**src/rtl/apb_master_bridge.sv**
```systemverilog
// APB4 initiator: single-outstanding request/response channel to APB setup/access phases.
// Optional access-phase timeout is enabled with `define APB_MASTER_TIMEOUT_EN.
module apb_master_bridge #(
  parameter int unsigned ADDR_WIDTH = 32,
  parameter int unsigned DATA_WIDTH = 32,
  localparam int unsigned STRB_WIDTH = DATA_WIDTH / 8,
  parameter type apb_req_t = struct packed {
    logic [ADDR_WIDTH-1:0] paddr;
    logic [2:0]            pprot;
    logic                  psel;
    logic                  penable;
    logic                  pwrite;
    logic [DATA_WIDTH-1:0] pwdata;
    logic [STRB_WIDTH-1:0] pstrb;
  },
  parameter type apb_rsp_t = struct packed {
    logic                  pready;
    logic [DATA_WIDTH-1:0] prdata;
    logic                  pslverr;
  },
  parameter logic [2:0]  PProt         = 3'b000,
  parameter int unsigned TimeoutCycles = 256
) (
  input  logic                  clk_i,
  input  logic                  rst_i,
  input  logic                  req_valid_i,
  output logic                  req_ready_o,
  input  logic [ADDR_WIDTH-1:0] req_addr_i,
  input  logic                  req_write_i,
  input  logic [DATA_WIDTH-1:0] req_wdata_i,
  input  logic [STRB_WIDTH-1:0] req_strb_i,
  output logic                  rsp_valid_o,
  input  logic                  rsp_ready_i,
  output logic [DATA_WIDTH-1:0] rsp_rdata_o,
  output logic                  rsp_err_o,
  output apb_req_t              apb_req_o,
  input  apb_rsp_t              apb_rsp_i
);

  typedef enum logic [1:0] {
    IDLE   = 2'd0,
    SETUP  = 2'd1,
    ACCESS = 2'd2,
    RESP   = 2'd3
  } state_e;

  state_e                state_r;
  logic                  req_ready_r;
  logic                  rsp_valid_r;
  logic [DATA_WIDTH-1:0] rsp_rdata_r;
  logic                  rsp_err_r;
  logic                  psel_r;
  logic                  penable_r;
  logic                  pwrite_r;
  logic [ADDR_WIDTH-1:0] paddr_r;
  logic [DATA_WIDTH-1:0] pwdata_r;
  logic [STRB_WIDTH-1:0] pstrb_r;
  logic                  timeout_hit_s;

`ifdef APB_MASTER_TIMEOUT_EN
  localparam int unsigned CntWidth = (TimeoutCycles > 1) ? $clog2(TimeoutCycles) : 1;

  logic [CntWidth-1:0] timeout_cnt_r;

  assign timeout_hit_s = (timeout_cnt_r == CntWidth'(TimeoutCycles - 1));

  // Access-phase wait counter: cleared on the way into ACCESS, counts stalled cycles.
  always_ff @(posedge clk_i) begin
    if (rst_i) begin
      timeout_cnt_r <= '0;
    end else if (state_r == SETUP) begin
      timeout_cnt_r <= '0;
    end else if ((state_r == ACCESS) && !apb_rsp_i.pready && !timeout_hit_s) begin
      timeout_cnt_r <= timeout_cnt_r + {{(CntWidth-1){1'b0}}, 1'b1};
    end else begin
      timeout_cnt_r <= timeout_cnt_r;
    end
  end
`else
  assign timeout_hit_s = 1'b0;
`endif

  // Transfer sequencer with all channel and bus outputs registered.
  always_ff @(posedge clk_i) begin
    if (rst_i) begin
      state_r     <= IDLE;
      req_ready_r <= 1'b1;
      rsp_valid_r <= 1'b0;
      rsp_rdata_r <= '0;
      rsp_err_r   <= 1'b0;
      psel_r      <= 1'b0;
      penable_r   <= 1'b0;
      pwrite_r    <= 1'b0;
      paddr_r     <= '0;
      pwdata_r    <= '0;
      pstrb_r     <= '0;
    end else begin
      case (state_r)
        IDLE: begin
          if (req_valid_i) begin
            paddr_r     <= req_addr_i;
            pwrite_r    <= req_write_i;
            pwdata_r    <= req_wdata_i;
            // Reads never carry strobes on the bus.
            pstrb_r     <= req_write_i ? req_strb_i : '0;
            req_ready_r <= 1'b0;
            psel_r      <= 1'b1;
            penable_r   <= 1'b0;
            state_r     <= SETUP;
          end else begin
            state_r <= IDLE;
          end
        end
        SETUP: begin
          penable_r <= 1'b1;
          state_r   <= ACCESS;
        end
        ACCESS: begin
          if (apb_rsp_i.pready) begin
            rsp_rdata_r <= pwrite_r ? '0 : apb_rsp_i.prdata;
            rsp_err_r   <= apb_rsp_i.pslverr;
            rsp_valid_r <= 1'b1;
            psel_r      <= 1'b0;
            penable_r   <= 1'b0;
            state_r     <= RESP;
          end else if (timeout_hit_s) begin
            rsp_rdata_r <= '0;
            rsp_err_r   <= 1'b1;
            rsp_valid_r <= 1'b1;
            psel_r      <= 1'b0;
            penable_r   <= 1'b0;
            state_r     <= RESP;
          end else begin
            state_r <= ACCESS;
          end
        end
        RESP: begin
          if (rsp_ready_i) begin
            rsp_valid_r <= 1'b0;
            req_ready_r <= 1'b1;
            state_r     <= IDLE;
          end else begin
            state_r <= RESP;
          end
        end
        default: begin
          state_r     <= IDLE;
          req_ready_r <= 1'b1;
          rsp_valid_r <= 1'b0;
          psel_r      <= 1'b0;
          penable_r   <= 1'b0;
        end
      endcase
    end
  end

  assign req_ready_o = req_ready_r;
  assign rsp_valid_o = rsp_valid_r;
  assign rsp_rdata_o = rsp_rdata_r;
  assign rsp_err_o   = rsp_err_r;

  // Pack the registered bus fields into the request struct.
  always_comb begin
    apb_req_o         = '0;
    apb_req_o.paddr   = paddr_r;
    apb_req_o.pprot   = PProt;
    apb_req_o.psel    = psel_r;
    apb_req_o.penable = penable_r;
    apb_req_o.pwrite  = pwrite_r;
    apb_req_o.pwdata  = pwdata_r;
    apb_req_o.pstrb   = pstrb_r;
  end

endmodule

```
**config.mk**
```make
export PLATFORM = sky130hd
export DESIGN_NAME = apb_master_bridge
export DESIGN_NICKNAME = d
export VERILOG_FILES = /design/src/rtl/apb_master_bridge.sv
export SDC_FILE = /design/constraint.sdc
export NUM_CORES = 1
export LEC_CHECK = 0
export ABC_AREA = 1
export BUFFER_PORTS_ARGS = -buffer_cell sky130_fd_sc_hd__buf_2
export CAP_MARGIN = 20
export CORE_UTILIZATION = 40
export DETAILED_ROUTE_END_ITERATION = 8
export PLACE_DENSITY = 0.75
export SETUP_SLACK_MARGIN = 0.02
export SLEW_MARGIN = 20
export SYNTH_ARGS = -nofsm -noshare
export SYNTH_HDL_FRONTEND = slang
export SYNTH_SLANG_ARGS = --single-unit
```
**constraint.sdc**
```tcl
create_clock -name clk_i -period 1.1 [get_ports clk_i]
set_input_delay 0.11 -clock clk_i [delete_from_list [all_inputs] [get_ports clk_i]]
set_output_delay 0.11 -clock clk_i [all_outputs]
set_load 0.03 [all_outputs]
```
==> Word level (Yosys, flattened, before mapping) <==
Cells that the tools add are included.
{ "word_totals": {"rom_bits": 0, "ram_bits": 0, "output_inout_bits": 109, "latch_bits": 0, "input_bits": 107, "wordCells": 44, "reg_bits": 108, "mem_count": 0} }
{ "classes": {"order_cmp": 0, "n_addsub": 0, "shift": 0, "n_eq_ne": 6, "mul": 0, "n_mux": 16, "n_reduce_logical": 11, "div": 0, "n_bitwise": 0} }
{ "op_table": {"columns": ["cell", "n"], "rows": [
  ["32-bit two-way mux", 1],
  ["3-bit AND reduction", 4],
  ["1-bit two-way mux", 8],
  ["2-bit case mux with 4 select lines", 1],
  ["2-bit != test, second input constant", 3],
  ["1-bit case mux with 2 select lines", 3],
  ["2-bit nonzero test", 3],
  ["2-bit == test, second input constant", 2],
  ["4-bit two-way mux", 1],
  ["2-bit AND reduction", 2],
  ["1-bit case mux with 3 select lines", 1],
  ["3-bit nonzero test", 1],
  ["2-bit by 1-bit == test with 1-bit output, second input constant", 1],
  ["2-bit logical NOT", 1],
  ["2-bit two-way mux", 1]
]} }

==> Longest topological paths before layout <==
Gate-level depths: netlist of run 1.
{ "logic_depth": {"ltp_word": 3, "depth_mapped": 6, "ltp_nobuf": 6} }

==> Worst setup path after synthesis of run 1 <==
OpenSTA, ideal clock, no wires.
{ "synth_path": {"path_type": "register to register", "start": "reg state_r[1]", "end": "reg paddr_r[29]", "synth_period_minus_slack_ps": 1097, "setup_ps": 116, "arrival_ps": 982, "required_ps": 984, "path_stages_with_launch": 6, "n_path_buf": 1, "slack_ps": 3, "path_cell_list": "dfxtp_1 nor2_4 nand2_4 buf_4 o21ai_0 nor2_1"} }
{ "synth_via": {"elab_chain_len": 2} }
{ "synth_lines": {"columns": ["element", "line", "text"], "rows": [
  ["from (decl)", "47", "state_e state_r;"],
  ["from (signal assigned)", "86", "state_r <= IDLE;"],
  ["from (signal assigned)", "109", "state_r <= SETUP;"],
  ["from (signal assigned)", "111", "state_r <= IDLE;"],
  ["2-bit logical NOT", "98", "case (state_r)"],
  ["2-bit AND reduction (no line)", null, null],
  ["to (signal assigned)", "101", "paddr_r <= req_addr_i;"],
  ["to (decl)", "55", "logic [ADDR_WIDTH-1:0] paddr_r;"]
]} }
Every way passes these cells.
A chain may end at the register's enable or synchronous reset.

==> Final worst setup path of run 1 <==
{ "layout_path": {"start": "reg state_r[1]", "end": "reg paddr_r[7]"} }
Same word-level chain as after synthesis.

==> flow_summary.ini, run 1 <==
[synthesis]
synth_warnings = 0
yosysUniqueCellTypes = 21
synth_edf_count = 0
syn_avg_cell_area_um2 = 8.22
syn_area_um2 = 4060
synth_flop_cell = dfxtp_1
async_reset_ff_share_pct = 0
synth_seq_cells = 108
synth_cells = 494
synth-seq-area-share_pct = 53.3

[worst_setup_path]
rrSetupSlack_ps = -30
reg2regPathDepth = 5
crit_fanout = 30
required_ps = 1350
cp.arrival_ps = 1380
crit_path_start_kind = register
r2r-start = state_r[1]
crit_path_end = paddr_r[7]
end_kind = register
crit_start = state_r[1]
worstReg2RegEnd = paddr_r[7]
critPathKind = reg -> reg

[clock_network]
numCtsBuffers = 9
cts_sinks = 108
cts.htree.levels = 3
clockBufferDepth = 2
clk_latency_ps = 360
cts_tree = done
clk_pin_slew_ps = 100
cts_root_buf = clkbuf_8

[die]
die_x_um = 103
core_area_um2 = 9820
start_util_pct = 41.3
fp-row-count = 36
dieHeight_um = 103
fp.dieArea_um2 = 10600
io_pins = 216

[timing]
setup_ws_ps = -26.0
final_hold_viol_count = 1
rsz0062_at_grt = true
slew_viol_final = 0
fmaxAchievable_ghz = 0.888
hold_slack_ps = -1.99
period_share_pct = 102
fin_crit_ps = 1130
fin_skew_ps = 11.5
finalSetupViolations = 22

[final_layout]
syn_to_final_growth_pct = 53.3
layout-drive-gt1-share_pct = 37.6
nets = 871
fin_area_um2 = 6220
num_antenna_cells = 0

[run]
max_cap_viol_count = 0

[global_routing]
grt_pass1_wl_um = 17400
grt-ovfl-total = 0
track_usage_pct = 21.0
antenna_found_initial = 0
grt_pass1_vias = 3933
grt_max_degree = 51

[drt]
drtIter0Drc = 103
vias = 4297
wl_per_cell_um = 13.1
antenna_left = 0
via_per_inst = 4.77
wl_um = 11800
dr.pass1.iters = 4
drt_drc_violations_left = 0

[power_and_ir_drop]
power-per-cell-area_nw_per_um2 = 1460
leakage_nw = 3.11
peakVddDrop_v = 0.000603

[min_path]
min_path_type = in -> reg

[placed_design]
placed_area_um2 = 5290
hpwl_um = 7620
gp_congestion = 0.796
io_buffers = 212

[run_status]
failed_checks = negative hold slack, negative setup slack
outcome = finished with violations
## critical path, stage by stage (launching register included)
cell and delay, ps:
dfxtp_4 370, nor2_4 130, nand2_4 100, buf_6 190, o21ai_0 170, nor2_1 60
## worst min path at each step
stage,slack [ps],end,cells past startpoint,from
floorplan,250,rsp_err_o,2,apb_rsp_i[0]
global placement,340,paddr_r[19],3,req_addr_i[19]
detailed placement,360,paddr_r[12],3,req_addr_i[12]
CTS,0.4,paddr_r[21],3,req_addr_i[21]
global route,1,rsp_rdata_o[19],3,apb_rsp_i[20]
finish,-2,paddr_r[24],3,req_addr_i[24]
## routing by layer
metal / up-vias / share of wire [%] / GRT usage (%)
met4: 0 / 2.7 / 9.97
met3: 31 / 8.2 / 5.90
met2: 193 / 49 / 37.7
met5: - / 0 / 0
li1: 2117 / - / -
met1: 1956 / 40 / 22.9
## report_power, final
part / switching [W] / internal, W / total, W
combinational: 0.00144 / 0.000894 / 0.00234
clock: 0.00128 / 0.00109 / 0.00237
sequential: 0.000161 / 0.00422 / 0.00438
total: 0.00288 / 0.00621 / 0.00909
## layout by cell type, fill, tap and decap left out, drive strengths merged
cell type | netlist | routed
buf | 32 | 232
nor2 | 130 | 130
dfxtp | 108 | 108
o21ai | 96 | 96
dlygate4sd3 | 0 | 63
nand2 | 55 | 55
nand3 | 42 | 42
clkbuf | 9 | 13
inv | 13 | 13
a21oi | 8 | 8
conb | 1 | 3
clkinv | 0 | 3
clkinvlp | 0 | 1
bufinv | 0 | 1
## synthesized netlist by cell type (2+ instances only)
| master | count | area [um2] |
|---|---|---|
| nor2_1 | 129 | 484 |
| dfxtp_1 | 108 | 2160 |
| o21ai_0 | 58 | 290 |
| nand2_1 | 53 | 199 |
| nand3_1 | 41 | 205 |
| o21ai_2 | 29 | 254 |
| buf_2 | 16 | 80.1 |
| inv_1 | 10 | 37.5 |
| buf_6 | 9 | 101 |
| o21ai_1 | 9 | 45.0 |
| a21oi_1 | 8 | 40.0 |
| buf_4 | 7 | 52.6 |
| clkbuf_2 | 6 | 30.0 |
| clkbuf_1 | 3 | 11.3 |
| inv_2 | 2 | 7.51 |
## final cells by class
cell class	instances	area, um2
Inverter	13	56.3
Fill cell	795	3600
Multi-Input combinational cell	334	1590
Clock buffer	10	138
Sequential cell	108	2170
Clock inverter	5	52.6
Timing Repair Buffer	298	2050
Tap cell	133	166
## metrics by stage
stage          power, W  instances  worst slack (ps)  setup TNS, ps  utilization, %
2_1_floorplan   0.00586        496              9.91              0               -
3_3_place_gp    0.00652        819             -34.1           -850            53.8
3_5_place_dp    0.00658        819             -88.2          -2450            53.8
4_1_cts         0.00911        898             -31.1           -468            62.8
5_1_grt         0.00955        901             -97.4          -3470            63.4
6_report        0.00909        901             -26.0           -268            63.4
## state kept, by name, summed over array words and instances (netlist names)
signal / cells
paddr_r: 32
pwdata_r: 32
rsp_rdata_o: 32
pstrb_r: 4
state_r: 2
penable_r: 1
psel_r: 1
pwrite_r: 1
req_ready_o: 1
rsp_err_o: 1
rsp_valid_o: 1
## kinds of logic after synthesis
family                 share of synthesized area, %
other                                        0.0924
buffers and inverters                          8.11
DFF                                            53.3
and+or+nand+nor                                23.0
AOI/OAI and AO/OA                              15.5
## repair_timing
item,4_1_cts,5_1_grt
gates cloned,1,1
endpoints found under the hold margin,62,1
setup buffers,1,1
setup endpoints to repair,86,73
hold buffers,62,1
resized for setup,13,24
(Power assumes the default switching activity.)
==> run 2: changes to the inputs <==
--- a/config.mk
+++ b/config.mk
@@ -11,6 +11,7 @@
 export CORE_UTILIZATION = 40
 export DETAILED_ROUTE_END_ITERATION = 8
 export PLACE_DENSITY = 0.75
+export REMOVE_ABC_BUFFERS = 1
 export SETUP_SLACK_MARGIN = 0.02
 export SLEW_MARGIN = 20
 export SYNTH_ARGS = -nofsm -noshare
==> run 2 against run 1 <==
Compared with the run above: the run ends with negative setup slack left; clock power fell by 3%; critical path type unchanged; critical path depth unchanged; count of clock-buffer cells in the layout rose by 2; cell count increased by 0.78%; utilization grew 1.1 points; sequential power about the same.
==> flow_summary.ini, run 2 (same netlist as run 1, synthesis figures left out) <==
[drt]
wl_um = 12200
via_per_inst = 4.75
dr.pass1.iters = 4
drt_drc_violations_left = 0
wl_per_cell_um = 13.5
vias = 4313
drtIter0Drc = 87
antenna_left = 0

[clock_network]
clk_latency_ps = 360
cts_root_buf = clkbuf_8
cts_tree = done
cts_sinks = 108
numCtsBuffers = 9
cts.htree.levels = 3
clk_pin_slew_ps = 100
clockBufferDepth = 2

[worst_setup_path]
max_stage_delay_ps = 370
end_kind = register
crit_buf_inv = 1
path_delay_family = flip-flops
critPathKind = reg -> reg
crit_fanout = 44
required_ps = 1360
cp.arrival_ps = 1400
crit_slowest_cell = dfxtp_2
crit_path_start_kind = register
path_cells = nor2_4 > nand2_4 > buf_12 > o21ai_0 > nor2_1

[global_routing]
grt-ovfl-total = 0
grt_pass1_wl_um = 17900
track_usage_pct = 21.8
grt_pass1_vias = 3980
grt_max_degree = 65
antenna_found_initial = 0

[timing]
setup_ws_ps = -37.7
fin_skew_ps = 9.41
slew_viol_final = 0
rsz0062_at_grt = true
hold_slack_ps = 0.437
period_share_pct = 103
fin_crit_ps = 1140
fin_setup_tns_ps = -421
finalSetupViolations = 23
fmaxAchievable_ghz = 0.879
final_hold_viol_count = 0

[final_layout]
num_antenna_cells = 0
layout-drive-gt1-share_pct = 37.7
layout_commonest_cell = buf_2
syn_to_final_growth_pct = 55.9
nets = 877
final_cell_mix = buf_2, nor2_1, dfxtp_1, dlygate4sd3_1, nand2_1
finalNonFillerCells = 908
fin_area_um2 = 6330

[die]
fp.dieArea_um2 = 10600
core_area_um2 = 9820
start_util_pct = 41.3
io_pins = 216
fp-row-count = 36
die_x_um = 103
dieHeight_um = 103

[power_and_ir_drop]
power-per-cell-area_nw_per_um2 = 1430
leakage_nw = 3.11
peakVddDrop_v = 0.000613

[placed_design]
dp_cells = 814
placed_area_um2 = 5210
io_buffers = 212
gp_congestion = 0.735
hpwl_um = 7410

[min_path]
min_path_type = in -> reg

[run_status]
failed_checks = negative setup slack
outcome = finished with violations

[run]
max_cap_viol_count = 0
[run 2: through the flow]
step | total power [W] | worst slack (ps) | util, %
2_1_floorplan | 0.00572 | -672 | -
3_3_place_gp | 0.00645 | -98.0 | 53.1
3_5_place_dp | 0.00650 | -156 | 53.1
4_1_cts | 0.00902 | -24.3 | 62.8
5_1_grt | 0.00949 | -82.7 | 64.4
6_report | 0.00902 | -37.7 | 64.4
[run 2: worst register-to-register path, delay by kind of cell (launching register included)]
kind,cells,cell delay (ps)
compound gates,1,190
buf+inv,1,190
flops,1,370
simple gates,3,280
[run 2: what timing repair did]
| action | CTS | global route |
|---|---|---|
| cloned | 0 | 2 |
| hold buffers | 75 | 0 |
| buffers inserted | 0 | 1 |
| setup endpoints to repair | 100 | 121 |
| hold endpoints to repair | 75 | 0 |
| resized for setup | 16 | 64 |
[run 2: cell type report]
| class | count | area, um2 |
|---|---|---|
| flip-flops and latches | 108 | 2170 |
| well taps | 133 | 166 |
| inverters | 13 | 63.8 |
| fillers | 824 | 3490 |
| clock inverters | 4 | 32.5 |
| clock buffers | 12 | 155 |
| multi-input cells | 334 | 1610 |
| repair buffers | 304 | 2130 |
[run 2: metal layers]
| layer | GRT usage (%) | vias to the layer above | part of all wire [%] |
|---|---|---|---|
| met5 | 0 | - | 0 |
| met3 | 6.58 | 28 | 7.6 |
| met4 | 10.4 | 0 | 2.6 |
| met2 | 40.9 | 176 | 51 |
| met1 | 21.8 | 1969 | 39 |
| li1 | - | 2140 | - |
[run 2: worst paths after layout]
| path | start | to | slack, ps | cells after the start |
|---|---|---|---|---|
| worst max-delay path | state_r[1] | pwdata_r[31] | -40 | 5 |
| worst min-delay path | req_addr_i[26] | paddr_r[26] | 0.4 | 3 |
| worst max register to register | state_r[1] | pwdata_r[31] | -40 | 5 |
| worst min register to register | pstrb_r[2] | pstrb_r[2] | 470 | 2 |
[run 2: report_power, final]
part	switching, W	total (W)	internal, W
Combinational	0.00146	0.00234	0.000887
Sequential	0.000165	0.00439	0.00423
Clock	0.00133	0.00229	0.000963
